### src/rtl/fisr_pkg.sv
// fisr_pkg: shared float-format constants, flag layout and types for the fast inverse square root pipeline
package fisr_pkg;
    localparam int FP_W  = 32;
    localparam int EXP_W = 8;
    localparam int MAN_W = 23;
    localparam int FLG_W = 4;

    localparam logic [EXP_W-1:0] EXP_MAX = 8'hFF;
    localparam logic [FP_W-1:0]  QNAN    = 32'h7FC00000;
    localparam logic [FP_W-1:0]  POS_INF = 32'h7F800000;

    localparam int FLG_ZERO = 0;
    localparam int FLG_NEG  = 1;
    localparam int FLG_INF  = 2;
    localparam int FLG_NAN  = 3;

    typedef logic [FP_W-1:0]  fp_t;
    typedef logic [FLG_W-1:0] flags_t;
endpackage

### src/rtl/fp_classify.sv
// fp_classify: one-hot special-operand classification of an IEEE-754 single (denormals count as zero)
module fp_classify
    import fisr_pkg::*;
(
    input  fp_t    data_i,
    output flags_t flags_o
);
    logic             s;
    logic [EXP_W-1:0] e;
    logic [MAN_W-1:0] m;
    logic             zero, nan, inf, neg;

    assign s    = data_i[FP_W-1];
    assign e    = data_i[FP_W-2 -: EXP_W];
    assign m    = data_i[MAN_W-1:0];
    assign zero = (e == '0);
    assign nan  = (e == EXP_MAX) && (m != '0);
    assign inf  = (e == EXP_MAX) && (m == '0) && !s;
    assign neg  = s && !zero && !nan;

    // pack the class bits into their fixed flag positions
    always_comb begin
        flags_o           = '0;
        flags_o[FLG_ZERO] = zero;
        flags_o[FLG_NEG]  = neg;
        flags_o[FLG_INF]  = inf;
        flags_o[FLG_NAN]  = nan;
    end
endmodule

### src/rtl/fisr_initial_guess.sv
// fisr_initial_guess: two-stage handshaked front end producing x/2 and the magic-constant seed for Newton refinement
module fisr_initial_guess
    import fisr_pkg::*;
#(
    parameter logic [FP_W-1:0] MAGIC = 32'h5F3759DF,
    parameter int              CNT_W = 16
) (
    input  logic             clk,
    input  logic             rst,
    input  logic [FP_W-1:0]  Data_in,
    input  logic             Valid_in,
    output logic             Ready_out,
    output logic [FP_W-1:0]  Data_out1,
    output logic [FP_W-1:0]  Data_out2,
    output logic [FLG_W-1:0] Flags_out,
    output logic             Valid_out,
    input  logic             Ready_in,
    output logic [CNT_W-1:0] Count_out
);
    logic             v1_q, v2_q;
    fp_t              x1_q, x2_q, y0_q, x2_d, y0_d, norm_x2;
    flags_t           f1_q, f2_q, flags_d;
    logic [EXP_W-1:0] e1;
    logic [CNT_W-1:0] cnt_q;
    logic             adv1, adv2;

    fp_classify u_cls (
        .data_i  (Data_in),
        .flags_o (flags_d)
    );

    assign adv2      = !v2_q || Ready_in;
    assign adv1      = !v1_q || adv2;
    assign Ready_out = adv1;
    assign Valid_out = v2_q;
    assign Data_out1 = x2_q;
    assign Data_out2 = y0_q;
    assign Flags_out = f2_q;
    assign Count_out = cnt_q;
    assign e1        = x1_q[FP_W-2 -: EXP_W];

    // halve by decrementing the exponent, flushing the min-normal case, and override specials
    always_comb begin
        norm_x2 = (e1 == 8'd1) ? '0 : {x1_q[FP_W-1], e1 - 8'd1, x1_q[MAN_W-1:0]};
        x2_d    = f1_q[FLG_ZERO] ? '0 :
                  f1_q[FLG_INF] ? x1_q :
                  (f1_q[FLG_NAN] || f1_q[FLG_NEG]) ? QNAN : norm_x2;
        y0_d    = f1_q[FLG_ZERO] ? POS_INF :
                  f1_q[FLG_INF] ? '0 :
                  (f1_q[FLG_NAN] || f1_q[FLG_NEG]) ? QNAN : MAGIC - {1'b0, x1_q[FP_W-1:1]};
    end

    // stage 1: capture operand and class flags whenever the stage can move
    always_ff @(posedge clk or posedge rst) begin
        if (rst) begin
            v1_q <= 1'b0;
            x1_q <= '0;
            f1_q <= '0;
        end else if (adv1) begin
            v1_q <= Valid_in;
            if (Valid_in) begin
                x1_q <= Data_in;
                f1_q <= flags_d;
            end
        end
    end

    // stage 2: register final words; held while downstream stalls
    always_ff @(posedge clk or posedge rst) begin
        if (rst) begin
            v2_q <= 1'b0;
            x2_q <= '0;
            y0_q <= '0;
            f2_q <= '0;
        end else if (adv2) begin
            v2_q <= v1_q;
            if (v1_q) begin
                x2_q <= x2_d;
                y0_q <= y0_d;
                f2_q <= f1_q;
            end
        end
    end

    // count completed output handshakes, wrapping naturally
    always_ff @(posedge clk or posedge rst) begin
        if (rst) cnt_q <= '0;
        else if (v2_q && Ready_in) cnt_q <= cnt_q + CNT_W'(1);
    end
endmodule

### config.mk
export PLATFORM = sky130hd
export DESIGN_NAME = fisr_initial_guess
export DESIGN_NICKNAME = d
export VERILOG_FILES = /design/src/rtl/fisr_pkg.sv /design/src/rtl/fp_classify.sv /design/src/rtl/fisr_initial_guess.sv
export SDC_FILE = /design/constraint.sdc
export NUM_CORES = 1
export LEC_CHECK = 0
export ABC_AREA = 0
export ABC_CLOCK_PERIOD_IN_PS = 6300
export BUFFER_PORTS_ARGS = -buffer_cell sky130_fd_sc_hd__buf_2
export CAP_MARGIN = 20
export CORE_MARGIN = 3
export CORE_UTILIZATION = 50
export DETAILED_ROUTE_END_ITERATION = 7
export PLACE_DENSITY = 0.79
export SYNTH_ARGS = -nofsm -noshare
export SYNTH_HDL_FRONTEND = slang
export SYNTH_SLANG_ARGS = --single-unit
### constraint.sdc
create_clock -name clk -period 6.3 [get_ports clk]
set_input_delay 0.315 -clock clk [delete_from_list [all_inputs] [get_ports clk]]
set_output_delay 0.315 -clock clk [all_outputs]
set_load 0.02 [all_outputs]
* After elaboration in Yosys (flattened, before gate mapping) *
Cells that the tools add are included.

word-level totals
  register bits after elaboration = 122
  input bits = 36
  output and inout bits = 86
  word-level logic and storage cells = 39

operators by class
  multiplexer cells = 7
  add/sub/neg operators = 3
  reduce and logical (&&, ||, !) cells = 19
  equal/unequal tests = 2

operator list
  cell                      count
  $mux W32                  7
  $sub A31 B31 Y32 const A  1
  $logic_not A23 Y1         1
  $reduce_bool A23 Y1       1
  $add A16 B1 Y16 const B   1
  $eq A8 B1 Y1 const B      1
  $eq A8 B8 Y1 const B      1
  $logic_not A8 Y1          1
  $sub A8 B1 Y8 const B     1
  $logic_and A1 B1 Y1       6
  $logic_not A1 Y1          5
  $reduce_and A2 Y1         2
  $logic_or A1 B1 Y1        3

* Depth between registers and ports, before layout *
Gate-level depths: netlist of the first run.

  depth in word-level cells = 5
  depth in mapped cells = 8
  mapped depth without buffers = 7

* By module *
Synthesis of the first run repeated with hierarchy kept, for this count alone.

second synthesis, totals
  cells, all modules = 511
  area, all modules = 5537.8 um^2

by module, submodules not included
  module              instances  seq. area each (um^2)  cells each  area an instance (um^2)
  fisr_initial_guess  1          3052.9                 488         5387.7
  fp_classify         1          0.0                    23          150.1

* Worst setup path before layout of the first run *
Ideal clock, no wire load.

  kind = reg2reg
  start = register x1_q[6]
  end = register y0_q[21], in the netlist Data_out2[21]
  required time = 6.178 ns
  period minus slack after synthesis = 1.846 ns
  arrival time = 1.725 ns
  path buffers = 0
  library setup time = 0.122 ns
  setup slack = 4.454 ns
  cell stages (with the launch flop) = 7
  cells stage by stage = dfrtp_1 ha_1 nand3_4 a211oi_4 a41oi_1 or3_1 a32o_1

on the way
  cells in the longest elaborated chain, start to end = 4

RTL lines
  element                 RTL line                  source
  start, declared         fisr_initial_guess.sv:21  fp_t x1_q, x2_q, y0_q, x2_d, y0_d, norm_x2;
  start signal, assigned  fisr_initial_guess.sv:62  x1_q <= Data_in;
  $sub A31 B31 Y32        fisr_initial_guess.sv:50  (f1_q[FLG_NAN] || f1_q[FLG_NEG]) ? QNAN : MAGIC - {1'b0, x1_q[FP_W-1:1]};
  $mux W32                fisr_initial_guess.sv:50
  $mux W32                fisr_initial_guess.sv:49  f1_q[FLG_INF] ? '0 :
  $mux W32                fisr_initial_guess.sv:48  y0_d = f1_q[FLG_ZERO] ? POS_INF :
  end signal, assigned    fisr_initial_guess.sv:79  y0_q <= y0_d;
  end, declared           fisr_initial_guess.sv:21

No other way between the ends.
A chain may end at the register's enable or synchronous reset.

* Final worst setup path of the first run *
  start = register x1_q[24]
  end = register x2_q[29], in the netlist Data_out1[29]

on the way
  cells in the longest elaborated chain, start to end = 5
  elaborated cells on any way between the ends = 6
  classes of those cells = add/sub (1); eq/ne (1); mux (4)

RTL lines
  element                                               RTL line                  source
  $sub A8 B1 Y8 / $eq A8 B1 Y1 (equally long branches)  fisr_initial_guess.sv:44  norm_x2 = (e1 == 8'd1) ? '0 : {x1_q[FP_W-1], e1 - 8'd1, x1_q[MAN_W-1:0]};
  $mux W32 (*)                                          fisr_initial_guess.sv:44
  $mux W32 (*)                                          fisr_initial_guess.sv:47  (f1_q[FLG_NAN] || f1_q[FLG_NEG]) ? QNAN : norm_x2;
  $mux W32 (*)                                          fisr_initial_guess.sv:46  f1_q[FLG_INF] ? x1_q :
  $mux W32 (*)                                          fisr_initial_guess.sv:45  x2_d = f1_q[FLG_ZERO] ? '0 :
  end signal, assigned                                  fisr_initial_guess.sv:72  x2_q <= '0;
  end signal, assigned                                  fisr_initial_guess.sv:78  x2_q <= x2_d;
  end, declared                                         fisr_initial_guess.sv:21

Every way passes the cells marked *; elsewhere a longest branch is shown, timed or not.

==> results of run 1 <==
==> layer usage <==
metal,vias up,wire length [um],GRT usage
met5,-,0,0
met4,0,294,0.110
met3,27,885,0.0582
met2,173,6920,0.368
met1,2298,6460,0.316
li1,2130,-,-
==> state kept, by name, indices dropped and copies added (netlist names) <==
| name | flops |
|---|---|
| f1_q | 4 |
| Valid_out | 1 |
| Data_out2 | 32 |
| x1_q | 32 |
| Flags_out | 4 |
| Data_out1 | 32 |
| Count_out | 16 |
| v1_q | 1 |
==> kinds of logic (layout without fill, tap and decap cells) <==
family,Yosys count,in the layout,synth area share
AOI/OAI and AO/OA,129,129,0.162
xor gates and xnor gates,31,31,0.0478
adders and majority gates,4,4,0.00882
buffers and inverters,47,171,0.0348
DFF,122,122,0.538
muxes,37,37,0.0732
and+or+nand+nor,155,155,0.135
==> area by class of cell <==
class	count	area, um^2	share of cell area
Inverter	14	55.1	0.00794
Timing Repair Buffer	125	636	0.0916
Clock inverter	10	118	0.0170
Tap cell	140	175	0.0252
Multi-Input combinational cell	356	2430	0.350
Clock buffer	22	474	0.0683
Sequential cell	122	3050	0.440
==> synth_stat cells, drive strengths merged, types with 2 or more instances <==
cell | count | share of area
dfrtp | 122 | 0.54
nand2 | 62 | 0.041
o22ai | 2 | 0.0022
nor3b | 2 | 0.0026
or2 | 2 | 0.0022
o21ai | 39 | 0.034
a2111oi | 4 | 0.0062
nand3 | 12 | 0.013
ha | 4 | 0.0088
a21oi | 13 | 0.012
a32oi | 3 | 0.0046
or4 | 2 | 0.0026
mux2 | 36 | 0.071
nor3 | 12 | 0.012
nand2b | 3 | 0.0033
o31ai | 2 | 0.0026
nand4 | 10 | 0.011
xor2 | 11 | 0.017
a22o | 26 | 0.040
clkbuf | 12 | 0.0079
a211oi | 8 | 0.014
or3 | 2 | 0.0022
o41ai | 2 | 0.0044
xnor2 | 20 | 0.031
and4 | 2 | 0.0031
a221oi | 2 | 0.0031
nor2 | 31 | 0.021
and3 | 2 | 0.0022
a31oi | 12 | 0.014
a21o | 3 | 0.0040
buf | 21 | 0.018
nor4 | 10 | 0.015
a32o | 4 | 0.0071
inv | 14 | 0.0093
nor2b | 2 | 0.0026
==> how the worst min path moves through the flow <==
stage,start,to,slack (ps),cells past startpoint
after floorplan,Valid_in,v1_q$_DFFE_PP0N_,420,1
after global placement,rst,Count_out[15]$_DFFE_PP0P_,430,2
after detailed placement,rst,Count_out[14]$_DFFE_PP0P_,450,2
after CTS,rst,Count_out[13]$_DFFE_PP0P_,2,2
after global routing,rst,Count_out[12]$_DFFE_PP0P_,30,2
final,rst,Count_out[15]$_DFFE_PP0P_,-10,2
==> cell usage in the layout (no fill, tap or decap), types with 6 or more instances in the layout <==
cell type | netlist | final
nand4_1 | 10 | 10
mux2_2 | 34 | 34
a21oi_1 | 12 | 12
buf_2 | 17 | 121
clkbuf_16 | 0 | 17
nor2_1 | 31 | 31
xor2_1 | 11 | 11
xnor2_1 | 20 | 20
a211oi_1 | 6 | 6
nor4_1 | 8 | 8
dfrtp_1 | 122 | 122
o21ai_0 | 35 | 35
nand2_1 | 62 | 61
a22o_1 | 26 | 26
a31oi_1 | 11 | 11
inv_1 | 13 | 12
nor3_1 | 10 | 10
nand3_1 | 11 | 11
==> power by group through the flow <==
stage	registers [W]	logic (W)	clock network [W]
floorplan	0.00120	0.000336	0
global placement	0.00110	0.000663	0
detailed placement	0.00111	0.000677	0
CTS	0.00110	0.000681	0.000971
global route	0.00112	0.000736	0.00101
finish	0.00110	0.000676	0.000957
==> stage by stage <==
stage	utilization	std cells	total power, W
4_1_cts	0.632	789	0.00275
6_report	0.632	789	0.00273
5_1_grt	0.632	789	0.00287
3_3_place_gp	0.578	757	0.00176
3_5_place_dp	0.578	757	0.00178
2_1_floorplan	-	525	0.00154
==> metrics.txt, run 1 <==
Clk network pwr share=0.350; Synth Warn #=0; row count=38; Max Freq=0.475 GHz; run status=complete, but fails checks; Switching Fraction=0.336; DP Area=0.00635 mm^2; Post-synth EDFFs=0; Hold Slack=-9.92 ps; post-route cell area=0.00694 mm^2; # diodes=0; final-stage net count=676; Tcrit/Tclk final=0.334; H-tree Lvls=4; r2r worst-path depth=7; cell count after synthesis=525; Pwr Density=394 mW/mm^2; Clock Latency Late Sink=420 ps; Setup TNS Final=0 ps; TritonCTS Buffers=17; Synth Flop Type=dfrtp_1; DRC=0; Net Switching=0.000918 W; # Max-Cap Violations=0; crit-path cells=inv_1 -> ha_1 -> nor3b_1 -> nand2_1 -> a21o_1 -> a32oi_1 -> o21ai_0; Avg Cell Area, Syn=10.8 um^2; ANT nets after route=0; crit path to=Data_out1[29]$_DFFE_PP0P_; slowest stage delay, CP=490 ps; fillers=873; grt ovf=0; WP data required=6580 ps; Levels on crit path=7; Pleak=3.23 nW; Detailed Routing Iterations Pass 1=5; dpl hpwl=10.2 mm; pre-CTS WS=4230 ps; Flop pwr share=0.402; CP startpoint kind=flop; number of setup buffers added after CTS=0; DR vias=4628; maximum fanout along the worst path=9; Syn Std Cell Area=0.00568 mm^2; Final Setup Violations=0; final setup margin=4200 ps; Arr. time, crit path=2390 ps; relative slew slack=0.418; WL final=14.6 mm; Reg-to-Reg End=Data_out1[29]$_DFFE_PP0P_; peak supply drop=0.203 mV; Max clock buf depth=2; Area growth syn-to-layout=22.2%; Reg-to-Reg Start=x1_q[24]$_DFFE_PP0P_; Seq cells post-synth=122; share of post-route cells with drive strength above 1=0.314; 1st-iter DRT viols=452; first-pass GRT wire length=23.8 mm; Die Y=113 um; largest net degree at the start of global routing=77; Hold WC Path Type=primary input to async pin; register area share after synthesis=0.538; P_int=0.00181 W; RSZ-0062 raised after global routing=no; CTS sink cnt=122; post-route minimum period=2100 ps; Final Slew Violations=0; CP Capture Type=flop; failing checks=hold timing; GP Congestion=0.898; PostCTS Resize Cnt=0; Bufs and invs on worst path=1; Slowest-stage cell, CP=dfrtp_1; GRT Util Overall=0.237; combinational share of power=0.247; CTS tree=yes; Worst Skew=11.2 ps; IO Count=122; count of different cell masters after synthesis=61; Worst path top cell family by delay=simple AND/OR/NAND/NOR gates; vias in the first global route=4687; I/O Buffers=121; Initial Util=0.517; clock root cell=clkbuf_16; WL/cell=18.5 um; initial antenna violation count=0; die area=0.0127 mm^2; WS Path Type=flop to flop; Final Hold Vio Count=13; Die W=113 um; drt via density=5.87; ys async rst share=1.00; worst reg-to-reg setup slack=4200 ps; Mapped Nets=565; Clock transition at path regs=50 ps; crit path launch=x1_q[24]$_DFFE_PP0P_; Placeable Area=0.0110 mm^2; Hold-fix buffers, CTS=0; Slew @ Worst Pin=873 ps
Power figures use the tool's default switching activity.
==> run 2: changes to the inputs <==
ABC_CLOCK_PERIOD_IN_PS = 1800   (was 6300)
CORE_UTILIZATION = 49   (was 50)
PLACE_DENSITY = 0.81   (was 0.79)
clock period = 1.8 ns   (was 6.3 ns; I/O delays follow)
==> run 2 against run 1 <==
  * The flow finishes with violations (setup timing)
  * Cell count grew 11%
  * Combinational power rose to 4.2 times the previous value
  * Global-route usage rose by 2.3 points
  * Sequential share of layout area fell by 5.0 points
  * Wire length up 14%
  * Total power increased to 3.7 times the previous value
  * Non-clock buffer count is 86 higher
  * Setup slack got worse by 4300 ps
  * Largest power group unchanged
==> metrics.txt, run 2 (synthesized netlist as in run 1, its figures left out) <==
share of post-route cells with drive strength above 1=0.374 (was 0.314); Tot Pwr=0.0100 W (was 0.00273 W); Setup TNS Final=-74.5 ps (was 0 ps); IO Count=122 (unchanged); Pleak=3.64 nW (was 3.23 nW); final-stage net count=762 (was 676); Die W=114 um (was 113 um); crit-path cells=ha_4 -> nand3_4 -> a211oi_4 -> a41oi_2 -> or3_1 -> a32o_1 (was inv_1 -> ha_1 -> nor3b_1 -> nand2_1 -> a21o_1 -> a32oi_1 -> o21ai_0); failing checks=setup timing (was hold timing); # Max-Cap Violations=0 (unchanged); TritonCTS Buffers=17 (unchanged); 1st-iter DRT viols=403 (was 452); Clock Latency Late Sink=410 ps (was 420 ps); GP Congestion=0.914 (was 0.898); Flop pwr share=0.375 (was 0.402); Arr. time, crit path=2160 ps (was 2390 ps); Clock transition at path regs=60 ps (was 50 ps); WP data required=2090 ps (was 6580 ps); Hold WC Path Type=primary input to flop (was primary input to async pin); Initial Util=0.512 (was 0.517); row count=38 (unchanged); Multi-input gate area=0.00254 mm^2 (was 0.00243 mm^2); Max clock buf depth=2 (unchanged); Slowest-stage cell, CP=dfrtp_1 (unchanged); WL final=16.5 mm (was 14.6 mm); GRT Util Overall=0.261 (was 0.237); post-route minimum period=1870 ps (was 2100 ps); Final Hold Vio Count=0 (was 13); DR vias=5092 (was 4628); RSZ-0062 raised after global routing=yes (was no); clock root cell=clkbuf_16 (unchanged); P_int=0.00660 W (was 0.00181 W); Net Switching=0.00344 W (was 0.000918 W); Worst path top cell family by delay=compound AO/OA/AOI/OAI gates (was simple AND/OR/NAND/NOR gates); Worst Skew=6.66 ps (was 11.2 ps); WS Path Type=flop to flop (unchanged); largest net degree at the start of global routing=123 (was 77); Max Freq=0.533 GHz (was 0.475 GHz); commonest non-fill, non-tap cell in the layout=buf_2 (was dfrtp_1); Detailed Routing Iterations Pass 1=5 (unchanged); CTS sink cnt=122 (unchanged); Die Y=114 um (was 113 um); combinational share of power=0.286 (was 0.247); H-tree Lvls=4 (unchanged); Final Slew Violations=0 (unchanged); drt via density=5.82 (was 5.87); grt ovf=0 (unchanged); Clk network pwr share=0.339 (was 0.350); maximum fanout along the worst path=4 (was 9); # diodes=0 (unchanged); Bufs and invs on worst path=0 (was 1); WL/cell=18.9 um (was 18.5 um); vias in the first global route=5070 (was 4687); Sequential cell area=0.00306 mm^2 (was 0.00305 mm^2); leading cell types in the layout, fill and taps excluded=121 x buf_2, 118 x dfrtp_1, 61 x nand2_1 (was 122 x dfrtp_1, 121 x buf_2, 61 x nand2_1); Slew @ Worst Pin=667 ps (was 873 ps); CP startpoint kind=flop (unchanged); initial antenna violation count=0 (unchanged); relative slew slack=0.556 (was 0.418); first-pass GRT wire length=26.6 mm (was 23.8 mm); DRC=0 (unchanged); run status=complete, but fails checks (unchanged); final setup margin=-74.5 ps (was 4200 ps); peak supply drop=0.696 mV (was 0.203 mV); Pwr Density=1280 mW/mm^2 (was 394 mW/mm^2); Final Setup Violations=1 (was 0); dpl hpwl=11.1 mm (was 10.2 mm); ANT nets after route=0 (unchanged); Area growth syn-to-layout=38.1% (was 22.2%); fillers=829 (was 873); die area=0.0129 mm^2 (was 0.0127 mm^2); Placeable Area=0.0111 mm^2 (was 0.0110 mm^2); Tcrit/Tclk final=1.04 (was 0.334); Switching Fraction=0.343 (was 0.336); slowest stage delay, CP=420 ps (was 490 ps); I/O Buffers=121 (unchanged); CP Capture Type=flop (unchanged); CTS tree=yes (unchanged)
## run 2: changes by cell type in the layout (fill, tap and decap cells not counted), sizes merged
cell,change
clkinvlp,+3
clkbuf,-3
dlygate4sd3,+34
buf,+52
## run 2: final cells by class
class / instances / area share
Clock buffer: 19 / 0.0578
Clock inverter: 13 / 0.0185
Inverter: 14 / 0.00719
Multi-Input combinational cell: 356 / 0.324
Sequential cell: 122 / 0.390
Tap cell: 140 / 0.0224
Timing Repair Buffer: 211 / 0.180
## run 2: through the flow
| stage | cells | utilization | instance area [um^2] | hold slack [ps] | setup slack (ps) |
|---|---|---|---|---|---|
| detailed placement | 806 | 0.613 | 6790 | 321 | -140 |
| floorplan | 525 | - | 5710 | 198 | -22.7 |
| global route | 875 | 0.707 | 7840 | 67.7 | -120 |
| global placement | 806 | 0.613 | 6790 | 310 | -35.3 |
| finish | 875 | 0.707 | 7840 | 71.8 | -74.5 |
| CTS | 873 | 0.699 | 7740 | 55.2 | -27.4 |
## run 2: worst min-delay path: cells and delay by family
kind	cells	cell delay [ps]
and+or+nand+nor	1	130
buffers and inverters	1	130
xor gates and xnor gates	1	80
## run 2: layer usage
layer,global-route usage,share of wire,vias up
li1,-,-,2310
met1,0.354,0.41,2464
met2,0.413,0.48,267
met3,0.0462,0.073,51
met4,0.113,0.035,0
met5,0,0,-
## run 2: path summary, 6_finish.rpt
kind | slack, ps | end | depth (start not counted) | from
max in group asynchronous | 860 | x1_q[7]$_DFFE_PP0P_ | 4 | rst
worst min-delay path | 70 | Count_out[2]$_DFFE_PP0P_ | 3 | Ready_in
worst max-delay path | -70 | Data_out2[21]$_DFFE_PP0P_ | 6 | x1_q[6]$_DFFE_PP0P_
worst max register to register | -70 | Data_out2[21]$_DFFE_PP0P_ | 6 | x1_q[6]$_DFFE_PP0P_
worst min register to register | 460 | Count_out[15]$_DFFE_PP0P_ | 1 | Count_out[15]$_DFFE_PP0P_
min in group asynchronous | 420 | Count_out[14]$_DFFE_PP0P_ | 4 | rst
## run 2: power by group through the flow
| stage | Clock, W | Sequential [W] | Combinational [W] |
|---|---|---|---|
| after floorplan | 0 | 0.00421 | 0.00119 |
| after global placement | 0 | 0.00374 | 0.00266 |
| after CTS | 0.00345 | 0.00374 | 0.00280 |
| after global routing | 0.00360 | 0.00383 | 0.00310 |
| after detailed placement | 0 | 0.00378 | 0.00273 |
| final | 0.00341 | 0.00376 | 0.00287 |
## run 2: timing repair
item,4_1_cts,5_1_grt
setup endpoints to repair,8,13
gates resized for setup,2,21
pin swaps,2,2
setup buffers,1,2
hold buffers,34,0
endpoints found under the hold margin,157,0
